--- src/rtl/alu_issue_seq.sv ---
// Instruction issue sequencer: register file, ALU operand/opcode driver and writeback response channel.
// Optional macro ALU_ISSUE_SEQ_FLAGS_EN adds registered out_zero/out_neg response flags.
module alu_issue_seq #(
  parameter int unsigned WIDTH = 16,
  parameter int unsigned NREGS = 4,
  parameter int unsigned RAW   = 2
) (
  input  logic             clk,
  input  logic             rst,
  input  logic             in_valid,
  output logic             in_ready,
  input  logic [3:0]       in_opcode,
  input  logic [RAW-1:0]   in_dst,
  input  logic [RAW-1:0]   in_src_a,
  input  logic [RAW-1:0]   in_src_b,
  input  logic [WIDTH-1:0] in_imm,
  output logic [WIDTH-1:0] alu_a,
  output logic [WIDTH-1:0] alu_b,
  output logic [3:0]       alu_opcode,
  input  logic [WIDTH-1:0] alu_result,
  output logic             out_valid,
  input  logic             out_ready,
  output logic [WIDTH-1:0] out_data,
  output logic [RAW-1:0]   out_dst,
  output logic             err_illegal
`ifdef ALU_ISSUE_SEQ_FLAGS_EN
  ,
  output logic             out_zero,
  output logic             out_neg
`endif
);

  typedef enum logic [1:0] {IDLE, EXEC, RESP} state_t;

  localparam logic [3:0] OP_NOP   = 4'b0000;
  localparam logic [3:0] OP_RST   = 4'b0001;
  localparam logic [3:0] OP_LOADI = 4'b0010;

  function automatic logic is_alu_op(input logic [3:0] op);
    return (op == 4'b0100) || (op == 4'b0101) || ((op >= 4'b1000) && (op <= 4'b1101));
  endfunction

  state_t             state, state_nxt;
  logic [WIDTH-1:0]   rf [NREGS];
  logic [RAW-1:0]     dst_q;
  logic               accept;
  logic               load_out;
  logic [WIDTH-1:0]   load_val;
  logic [RAW-1:0]     load_dst;

  always_ff @(posedge clk or posedge rst) begin
    if (rst) state <= IDLE;
    else     state <= state_nxt;
  end

  always_comb begin
    state_nxt = state;
    unique case (state)
      IDLE: if (accept) begin
        if (is_alu_op(in_opcode))       state_nxt = EXEC;
        else if (in_opcode == OP_LOADI) state_nxt = RESP;
      end
      EXEC: state_nxt = RESP;
      RESP: if (out_ready) state_nxt = IDLE;
      default: state_nxt = IDLE;
    endcase
  end

  // Response capture is shared by LOADI (from the immediate) and the end of EXEC (from the ALU).
  always_comb begin
    in_ready = (state == IDLE);
    accept   = in_valid && in_ready;
    load_out = 1'b0;
    load_val = in_imm;
    load_dst = in_dst;
    if (state == EXEC) begin
      load_out = 1'b1;
      load_val = alu_result;
      load_dst = dst_q;
    end else if (accept && (in_opcode == OP_LOADI)) begin
      load_out = 1'b1;
    end
  end

  always_ff @(posedge clk or posedge rst) begin
    if (rst) begin
      rf          <= '{default: '0};
      dst_q       <= '0;
      alu_a       <= '0;
      alu_b       <= '0;
      alu_opcode  <= OP_NOP;
      out_valid   <= 1'b0;
      out_data    <= '0;
      out_dst     <= '0;
      err_illegal <= 1'b0;
    end else begin
      if (load_out) begin
        rf[load_dst] <= load_val;
        out_data     <= load_val;
        out_dst      <= load_dst;
        out_valid    <= 1'b1;
      end
      unique case (state)
        IDLE: if (accept) begin
          if (is_alu_op(in_opcode)) begin
            alu_a      <= rf[in_src_a];
            alu_b      <= rf[in_src_b];
            alu_opcode <= in_opcode;
            dst_q      <= in_dst;
          end else if (in_opcode == OP_RST) begin
            rf <= '{default: '0};
          end else if ((in_opcode != OP_NOP) && (in_opcode != OP_LOADI)) begin
            err_illegal <= 1'b1;
          end
        end
        EXEC: begin
          alu_a      <= '0;
          alu_b      <= '0;
          alu_opcode <= OP_NOP;
        end
        RESP: if (out_ready) out_valid <= 1'b0;
        default: ;
      endcase
    end
  end

`ifdef ALU_ISSUE_SEQ_FLAGS_EN
  always_ff @(posedge clk or posedge rst) begin
    if (rst) begin
      out_zero <= 1'b0;
      out_neg  <= 1'b0;
    end else if (load_out) begin
      out_zero <= (load_val == '0);
      out_neg  <= load_val[WIDTH-1];
    end
  end
`endif

endmodule

--- config.mk ---
export PLATFORM = sky130hd
export DESIGN_NAME = alu_issue_seq
export DESIGN_NICKNAME = d
export VERILOG_FILES = /design/src/rtl/alu_issue_seq.sv
export SDC_FILE = /design/constraint.sdc
export NUM_CORES = 1
export LEC_CHECK = 0
export CORE_UTILIZATION = 40
export DETAILED_ROUTE_END_ITERATION = 12
export PLACE_DENSITY = 0.69
export REMOVE_ABC_BUFFERS = 1
export SLEW_MARGIN = 5
export SYNTH_ARGS = -nofsm -noshare
export SYNTH_HDL_FRONTEND = slang
export SYNTH_SLANG_ARGS = --single-unit
--- constraint.sdc ---
create_clock -name clk -period 5.5 [get_ports clk]
set_clock_uncertainty 0.1 [all_clocks]
set_input_delay 1.65 -clock clk [delete_from_list [all_inputs] [get_ports clk]]
set_output_delay 1.65 -clock clk [all_outputs]
set_load 0.01 [all_outputs]
# Word level (Yosys, flattened, before mapping)
# Index checks and enable logic that the tools add are counted.
[word_totals]
register_bits = 124
latchBits = 0
ram_bits = 0
romBits = 0
output_inout_bits = 57
n_memories = 0
[classes]
n_addsub = 0
mul = 0
div_mod_pow = 0
magnitude_cmp = 6
eq_ne = 11
shifts = 0
mux = 35
n_bitwise = 5
reduce_logical = 14
[ops]
columns = ["operator", "n"]
rows = [
  ["$mux 64", 5],
  ["$mux 16", 10],
  ["$bmux 16 s2", 2],
  ["$bwmux 64", 1],
  ["$pmux 16 s2", 2],
  ["$demux 16 s2", 1],
  ["$mux 2", 5],
  ["$ge 3x3->1 const B", 3],
  ["$not 2->3", 3],
  ["$reduce_and 3->1", 3],
  ["$eq 4x3->1 const B", 2],
  ["$mux 4", 2],
  ["$pmux 4 s2", 1],
  ["$pmux 2 s3", 1],
  ["$logic_and 1x1->1", 5],
  ["$mux 1", 5],
  ["$reduce_and 5->1", 1],
  ["$eq 4x1->1 const B", 1],
  ["$eq 4x2->1 const B", 1],
  ["$ge 4x4->1 const B", 1],
  ["$le 4x4->1 const B", 1],
  ["$ne 2x1->1 const B", 2],
  ["$ne 4x2->1 const B", 1],
  ["$reduce_bool 4->1", 1],
  ["9 further kinds", 11],
]

# Logic depth before layout (Yosys ltp)
# Gate-level depths: netlist of run 1.
[logic_depth]
word_depth = 13
depth_mapped = 8

# Least setup slack after synthesis of run 1
# No wires, ideal clock.
[synth_timing]
kind = "input -> register"
startpoint = "input port in_opcode[0]"
endpoint = "register rf[22] in the netlist's numbering"
arrival_time_ns = 3.065
t_required_ns = 5.257
slack_ns = 2.192
path_stages = 6
path_buffers = 2
path_cell_list = "or4b_4 o32ai_4 and2_1 buf_6 buf_8 a211oi_1"
[synth_via]
elab_chain_len = 9
[synth_rtl]
columns = ["item", "line", "source"]
rows = [
  ["start: declaration", "12", "input logic [3:0] in_opcode,"],
  ["$eq 4x2->1", "80", "end else if (accept && (in_opcode == OP_LOADI)) begin"],
  ["$logic_and 1x1->1", "80", ""],
  ["$mux 1", "80", ""],
  ["$mux 1", "76", "if (state == EXEC) begin"],
  ["$mux 64", "97", "if (load_out) begin"],
  ["$mux 64", "110", "end else if (in_opcode == OP_RST) begin"],
  ["$mux 64", "105", "if (is_alu_op(in_opcode)) begin"],
  ["$mux 64", "104", "IDLE: if (accept) begin"],
  ["$mux 64 *", "103", "unique case (state)"],
  ["end signal: indexed assignment", "98", "rf[load_dst] <= load_val;"],
  ["end: declaration", "44", "logic [WIDTH-1:0] rf [NREGS];"],
]
# Mark *: on every way between the ends. The rest lies on a longest branch, timed or not.
# A chain may end at the register's enable or synchronous reset.

# Final worst setup path of run 1
[layout_timing]
startpoint = "input port in_opcode[2]"
endpoint = "register rf[2] in the netlist's numbering"
# The elaborated chain is that of the path after synthesis.

==> flow_summary_export.csv, run 1 <==
group,metric,value,unit
outcome,status,"completed",
place,dp_slack,0.981,ns
setup_path,cp_data_required_time,5.66,ns
routing,ant_nets,0,
cts,post_cts_resized,0,
synthesis,synth_area_leader_cell,"dfrtp_1",
cts,hold_buffers,0,
synthesis,yosysUniqueCellTypes,31,
final_layout,fin_cells,730,
synthesis,synth_area_per_cell,12.8,um^2
pwr,power.switching,0.00123,W
sta,whs,0.393,ns
global_route,antenna_found_initial,0,
synthesis,yosysSeqAreaShare,53.2,%
sta,fin_crit_sh,74.9,%
sta,fmax,243,MHz
setup_path,r2r_slack,2.26,ns
sta,relSlewSlack,32.1,%
synthesis,ys_seq_elements,124,
cts,clock-root-buffer,"clkbuf_16",
global_route,grt_pass1_vias,4494,
global_route,grt_use_total,21.5,%
synthesis,syn_inst,456,
cts,cts_setup_buffers,0,
setup_path,critPathMaxStageDelay,0.64,ns
pwr,power_frac_clock,30.6,%
cts,cts_tree,"done",
routing,wl_per_cell,20.3,um
pwr,peakVddDrop,0.000204,V
cts,cts_buffer_depth,2,
setup_path,cp.arrival,4.27,ns
setup_path,crit_path_start_kind,"primary input",
pwr,intPower,0.00301,W
sta,finalHoldViolCount,0,
pwr,pwr-share-seq,38.1,%
cts,cts_max_level,4,
pwr,cellLeakagePower,3.10,nW
setup_path,cp-end-kind,"flip-flop",
global_route,grt_max_degree,70,
final_layout,syn_to_final_growth,30.4,%
pwr,p_comb_share,31.3,%
sta,worst_slack,1.38,ns
place,dpl_cell_area,6910,um^2
cts,clk_pin_slew_worst_paths,0.05,ns
pwr,power_density,558,nW/um^2
final_layout,drive_gt1_share,15.8,%
sta,finalCriticalPeriod,4.12,ns
floorplanning,die_h,123,um
routing,drtPass1Iterations,5,
synthesis,synth_top_area_share,53.2,%
cts,clkSinkCount,124,
setup_path,critPathMaxFanout,33,
sta,grt_setup_unrepaired,"false",
global_route,globalRouteOverflowTotal,0,
pwr,switching_share,29.1,%
setup_path,path_buf_inv,2,
place,hpwl,9220,um
job,max_cap_viol_count,0,
floorplanning,die_area,15100,um^2
synthesis,syn_area,5830,um^2
synthesis,synth_warnings,0,
setup_path,critPathTopFamily,"simple AND/OR/NAND/NOR gates",
final_layout,diodes,0,
cts,cts_made_buffers,17,
sta,setup_viol,0,
routing,drt_iter0_drc,271,
routing,num_vias,4323,
sta,slew_viol_final,0,
setup_path,crit_type,"in2reg",
floorplanning,core.rowCount,43,
global_route,grt_pass1_wl,24000,um
place,numPortBuffers,102,
sta,setup_tns,0,ns
cts,clkLatencyLatePin,0.42,ns
place,dp_cells,698,
setup_path,cp_slowest_cell,"and2_1",
floorplanning,start_util,41.5,%
final_layout,fillers,1154,
worst_hold_path,hold_class,"reg2reg",
place,gp_congestion,0.770,
synthesis,synth_area_leaders,"dfrtp_1, mux4_2, a211oi_1, a21oi_1, a22o_1",
floorplanning,die_width,123,um
final_layout,nNetsFinal,583,
routing,avgViaCountPerCell,5.92,
final_layout,fin_area,7600,um^2
routing,route.detailed.drc,0,
floorplanning,pin_count,103,
setup_path,path_cells,"clkdlybuf4s50_1, or4b_4, o32ai_4, buf_4, and2_1, a211oi_1",
routing,drt-total-wl,14800,um
floorplanning,core_area,14000,um^2
sta,tightest_slew,1.02,ns
## flip-flops by register name (all words and copies together) (netlist names), 2 cells and up
signal      cells
alu_b          16
out_dst         2
rf             64
alu_opcode      4
out_data       16
alu_a          16
state           2
dst_q           2
## logic make-up (layout without fill, tap and decap cells)
kind of cell	count (synthesis)	in the layout	share of synthesized area (%)
AND/OR/NAND/NOR	32	32	2.77
AO/OA/AOI/OAI	191	191	22.7
multiplexers	53	53	16.0
flip-flops	124	124	53.2
buffers and inverters	56	150	5.28
## cells in the mapped netlist
library cell / count
nand2_1: 2
o32ai_4: 2
buf_1: 3
mux2i_1: 19
and2b_1: 1
buf_8: 1
o21ai_2: 1
a21oi_1: 81
dfrtp_1: 124
nand2b_1: 1
nor4b_1: 1
or4b_4: 1
buf_2: 21
a211oi_1: 61
o21ba_2: 1
or3b_1: 1
and2_1: 4
mux4_2: 32
o21bai_1: 1
a211oi_2: 3
nor2b_1: 2
mux2_2: 2
a21o_1: 2
a31oi_1: 1
buf_4: 6
o21ai_0: 3
clkbuf_1: 14
a22o_1: 35
nor2_1: 19
buf_6: 5
inv_1: 6
## power by group through the flow
stage          Clock [W]  Combinational, W  Sequential (W)
2_1_floorplan          0          0.000710         0.00162
3_3_place_gp           0           0.00129         0.00159
3_5_place_dp           0           0.00133         0.00162
4_1_cts          0.00131           0.00134         0.00161
5_1_grt          0.00135           0.00145         0.00167
6_report         0.00130           0.00133         0.00162
## layout make-up
type	instances	area [um^2]	area share [%]
Clock inverter	10	209	2.75
Tap cell	180	225	2.96
Timing Repair Buffer	112	1110	14.6
Inverter	6	25.0	0.329
Sequential cell	124	3100	40.8
Clock buffer	22	484	6.37
Multi-Input combinational cell	276	2450	32.2
## path summary, 6_finish.rpt
kind,from,to,cells after the start
worst max-delay path,in_opcode[2],rf[2]$_DFF_PP0_,6
worst min-delay path,err_illegal$_DFFE_PP0P_,err_illegal$_DFFE_PP0P_,1
worst max register to register,state[1]$_DFFE_PP0P_,rf[34]$_DFF_PP0_,4
worst min register to register,err_illegal$_DFFE_PP0P_,err_illegal$_DFFE_PP0P_,1
max in group asynchronous,rst,rf[43]$_DFF_PP0_,3
min in group asynchronous,rst,out_dst[0]$_DFFE_PP0N_,2
## metal layers
layer	routed length [um]	global-route usage (%)	vias up
li1	-	-	1938
met1	6100	27.0	2208
met2	7720	36.4	156
met3	771	4.97	21
met4	204	7.55	0
met5	0	0	-
## layout by cell type, fill, tap and decap left out, types with 5 or more instances in the layout
cell and instances:
mux4_2 32, a21oi_1 81, buf_4 9, clkdlybuf4s50_1 102, dfrtp_1 124, nor2_1 19
mux2i_1 18, bufinv_16 6, inv_1 5, a211oi_1 61, a22o_1 35, clkbuf_16 17
## metrics by stage
stage | total power [W] | utilization (%)
finish | 0.00424 | 54.1
global route | 0.00447 | 54.1
CTS | 0.00426 | 54.1
detailed placement | 0.00295 | 49.2
global placement | 0.00288 | 49.2
floorplan | 0.00233 | -
(Power assumes the default switching activity.)
==> inputs of run 2 (changes only) <==
- clock period: 5.5 -> 4.3 ns (I/O delays scaled with it)
==> run 2 against run 1 <==
  * Routed wire length up 0.29%
  * Count of clock-buffer cells in the layout up 3
  * Cell count up 1.6%
  * Sequential power up 28%
  * Die area unchanged
  * Critical path type unchanged
  * Largest power group unchanged
==> flow_summary_export.csv, run 2 (synthesized netlist as in run 1, its figures left out) <==
group,metric,value,unit
outcome,status,"completed",
routing,met1_length,6300,um
final_layout,final_util,54.0,%
sta,grt_setup_unrepaired,"false",
sta,fmax,302,MHz
floorplanning,core.rowCount,43,
cts,clk_pin_slew_worst_paths,0.05,ns
routing,avgViaCountPerCell,5.91,
setup_path,critPathTopFamily,"buffers and inverters",
global_route,grt_pass1_vias,4377,
worst_hold_path,hold_class,"reg2reg",
routing,route.detailed.drc,0,
setup_path,r2r_slack,1.72,ns
cts,cts_setup_buffers,0,
setup_path,path_buf_inv,2,
floorplanning,start_util,41.5,%
routing,drtPass1Iterations,5,
final_layout,largest-register,"rf",
final_layout,largest_reg_flops,64,
cts,clock-root-buffer,"clkbuf_16",
setup_path,r2r-end,"rf[9]$_DFF_PP0_",
sta,setup_tns,0,ns
setup_path,reg2regPathDepth,6,
cts,post_cts_resized,0,
sta,setup_viol,0,
setup_path,crit_path_start_kind,"primary input",
global_route,grt_max_degree,65,
floorplanning,pin_count,103,
worst_hold_path,hold_depth,1,
setup_path,cp-end-kind,"flip-flop",
worst_hold_path,hold_end,"err_illegal$_DFFE_PP0P_",
sta,tightest_slew,0.707,ns
sta,fin_crit_sh,77.1,%
sta,finalHoldViolCount,0,
final_layout,drive_gt1_share,16.9,%
routing,ant_nets,0,
sta,finalCriticalPeriod,3.31,ns
final_layout,syn_to_final_growth,30.1,%
place,dpl_cell_area,7010,um^2
place,gp_congestion,0.810,
sta,relSlewSlack,52.7,%
place,numPortBuffers,102,
final_layout,fin_area,7590,um^2
floorplanning,die_width,123,um
final_layout,multi_input_area,2450,um^2
routing,drt-total-wl,14800,um
setup_path,crit_type,"in2reg",
routing,num_vias,4383,
routing,dr.max_layer_used,"met4",
final_layout,layout_commonest_cell,"dfrtp_1",
cts,cts_max_level,4,
floorplanning,core_area,14000,um^2
global_route,grt_pass1_wl,23800,um
setup_path,critPathMaxStageDelay,0.55,ns
sta,whs,0.374,ns
pwr,power_density,681,nW/um^2
cts,clkLatencyLatePin,0.41,ns
routing,drt_iter0_drc,334,
routing,wl_per_cell,20.0,um
final_layout,seq_area,3100,um^2
setup_path,cp.arrival,3.52,ns
pwr,peakVddDrop,0.000316,V
setup_path,critPathMaxFanout,26,
pwr,cellLeakagePower,3.12,nW
cts,cts_tree,"done",
setup_path,path_cells,"clkdlybuf4s50_1, or4b_4, o32ai_4, buf_4, a21oi_1, a211oi_1",
floorplanning,die_area,15100,um^2
routing,wl_met3,772,um
job,max_cap_viol_count,0,
sta,slew_viol_final,0,
final_layout,layout_common_cells,"dfrtp_1, clkdlybuf4s50_1, a21oi_1, a211oi_1, a22o_1",
global_route,antenna_found_initial,0,
routing,wl_met2,7570,um
final_layout,nNetsFinal,595,
cts,cts_buffer_depth,2,
cts,cts_made_buffers,17,
final_layout,diodes,0,
place,hpwl,9760,um
global_route,grt_use_total,21.2,%
setup_path,r2r_start,"state[1]$_DFFE_PP0P_",
floorplanning,die_h,123,um
worst_hold_path,hp-start,"err_illegal$_DFFE_PP0P_",
global_route,globalRouteOverflowTotal,0,
cts,hold_buffers,0,
setup_path,cp_slowest_cell,"or4b_4",
final_layout,fillers,1181,
setup_path,cp_data_required_time,4.51,ns
cts,clkSinkCount,124,
run 2: changes by cell type in the layout (fill, tap and decap cells not counted), sizes merged:
| cell | change |
|---|---|
| buf | +12 |
| bufinv | -4 |
| clkbuf | +3 |
| clkinv | +2 |
| clkinvlp | -1 |
run 2: area by class of cell:
type | instances | area share (%)
sequential | 124 | 40.9
multi-input combinational | 276 | 32.3
inverter | 6 | 0.330
timing repair buffer | 124 | 16.0
clock inverter | 7 | 1.15
clock buffer | 25 | 6.40
tap | 180 | 2.97
run 2: stage by stage:
stage	total power (W)	setup WS, ns	instances
floorplan	0.00298	-3.16	406
global placement	0.00371	0.635	710
detailed placement	0.00379	0.550	710
CTS	0.00520	0.992	742
global route	0.00546	0.875	742
finish	0.00517	0.987	742
run 2: metal layers:
layer  GRT usage [%]  up-vias
li1                -     1950
met1            27.6     2257
met2            34.8      160
met3            4.79       16
met4            7.47        0
met5               0        -
run 2: worst max path at each step:
| stage | slack, ns | depth (start not counted) | endpoint | from |
|---|---|---|---|---|
| after detailed placement | 0.55 | 6 | rf[63]$_DFF_PP0_ | in_opcode[1] |
| after global routing | 0.88 | 6 | rf[63]$_DFF_PP0_ | in_opcode[2] |
| after CTS | 0.99 | 6 | rf[63]$_DFF_PP0_ | in_opcode[1] |
| final | 0.99 | 6 | rf[63]$_DFF_PP0_ | in_opcode[1] |
| after global placement | 0.64 | 6 | rf[60]$_DFF_PP0_ | in_opcode[1] |
| after floorplan | -3.16 | 3 | rf[48]$_DFF_PP0_ | in_valid |
run 2: report_power, final:
part           total, W  switching (W)  internal [W]
Clock           0.00139       0.000491      0.000894
Combinational   0.00171       0.000693       0.00101
Sequential      0.00208       0.000381       0.00169
Total           0.00517        0.00156       0.00360
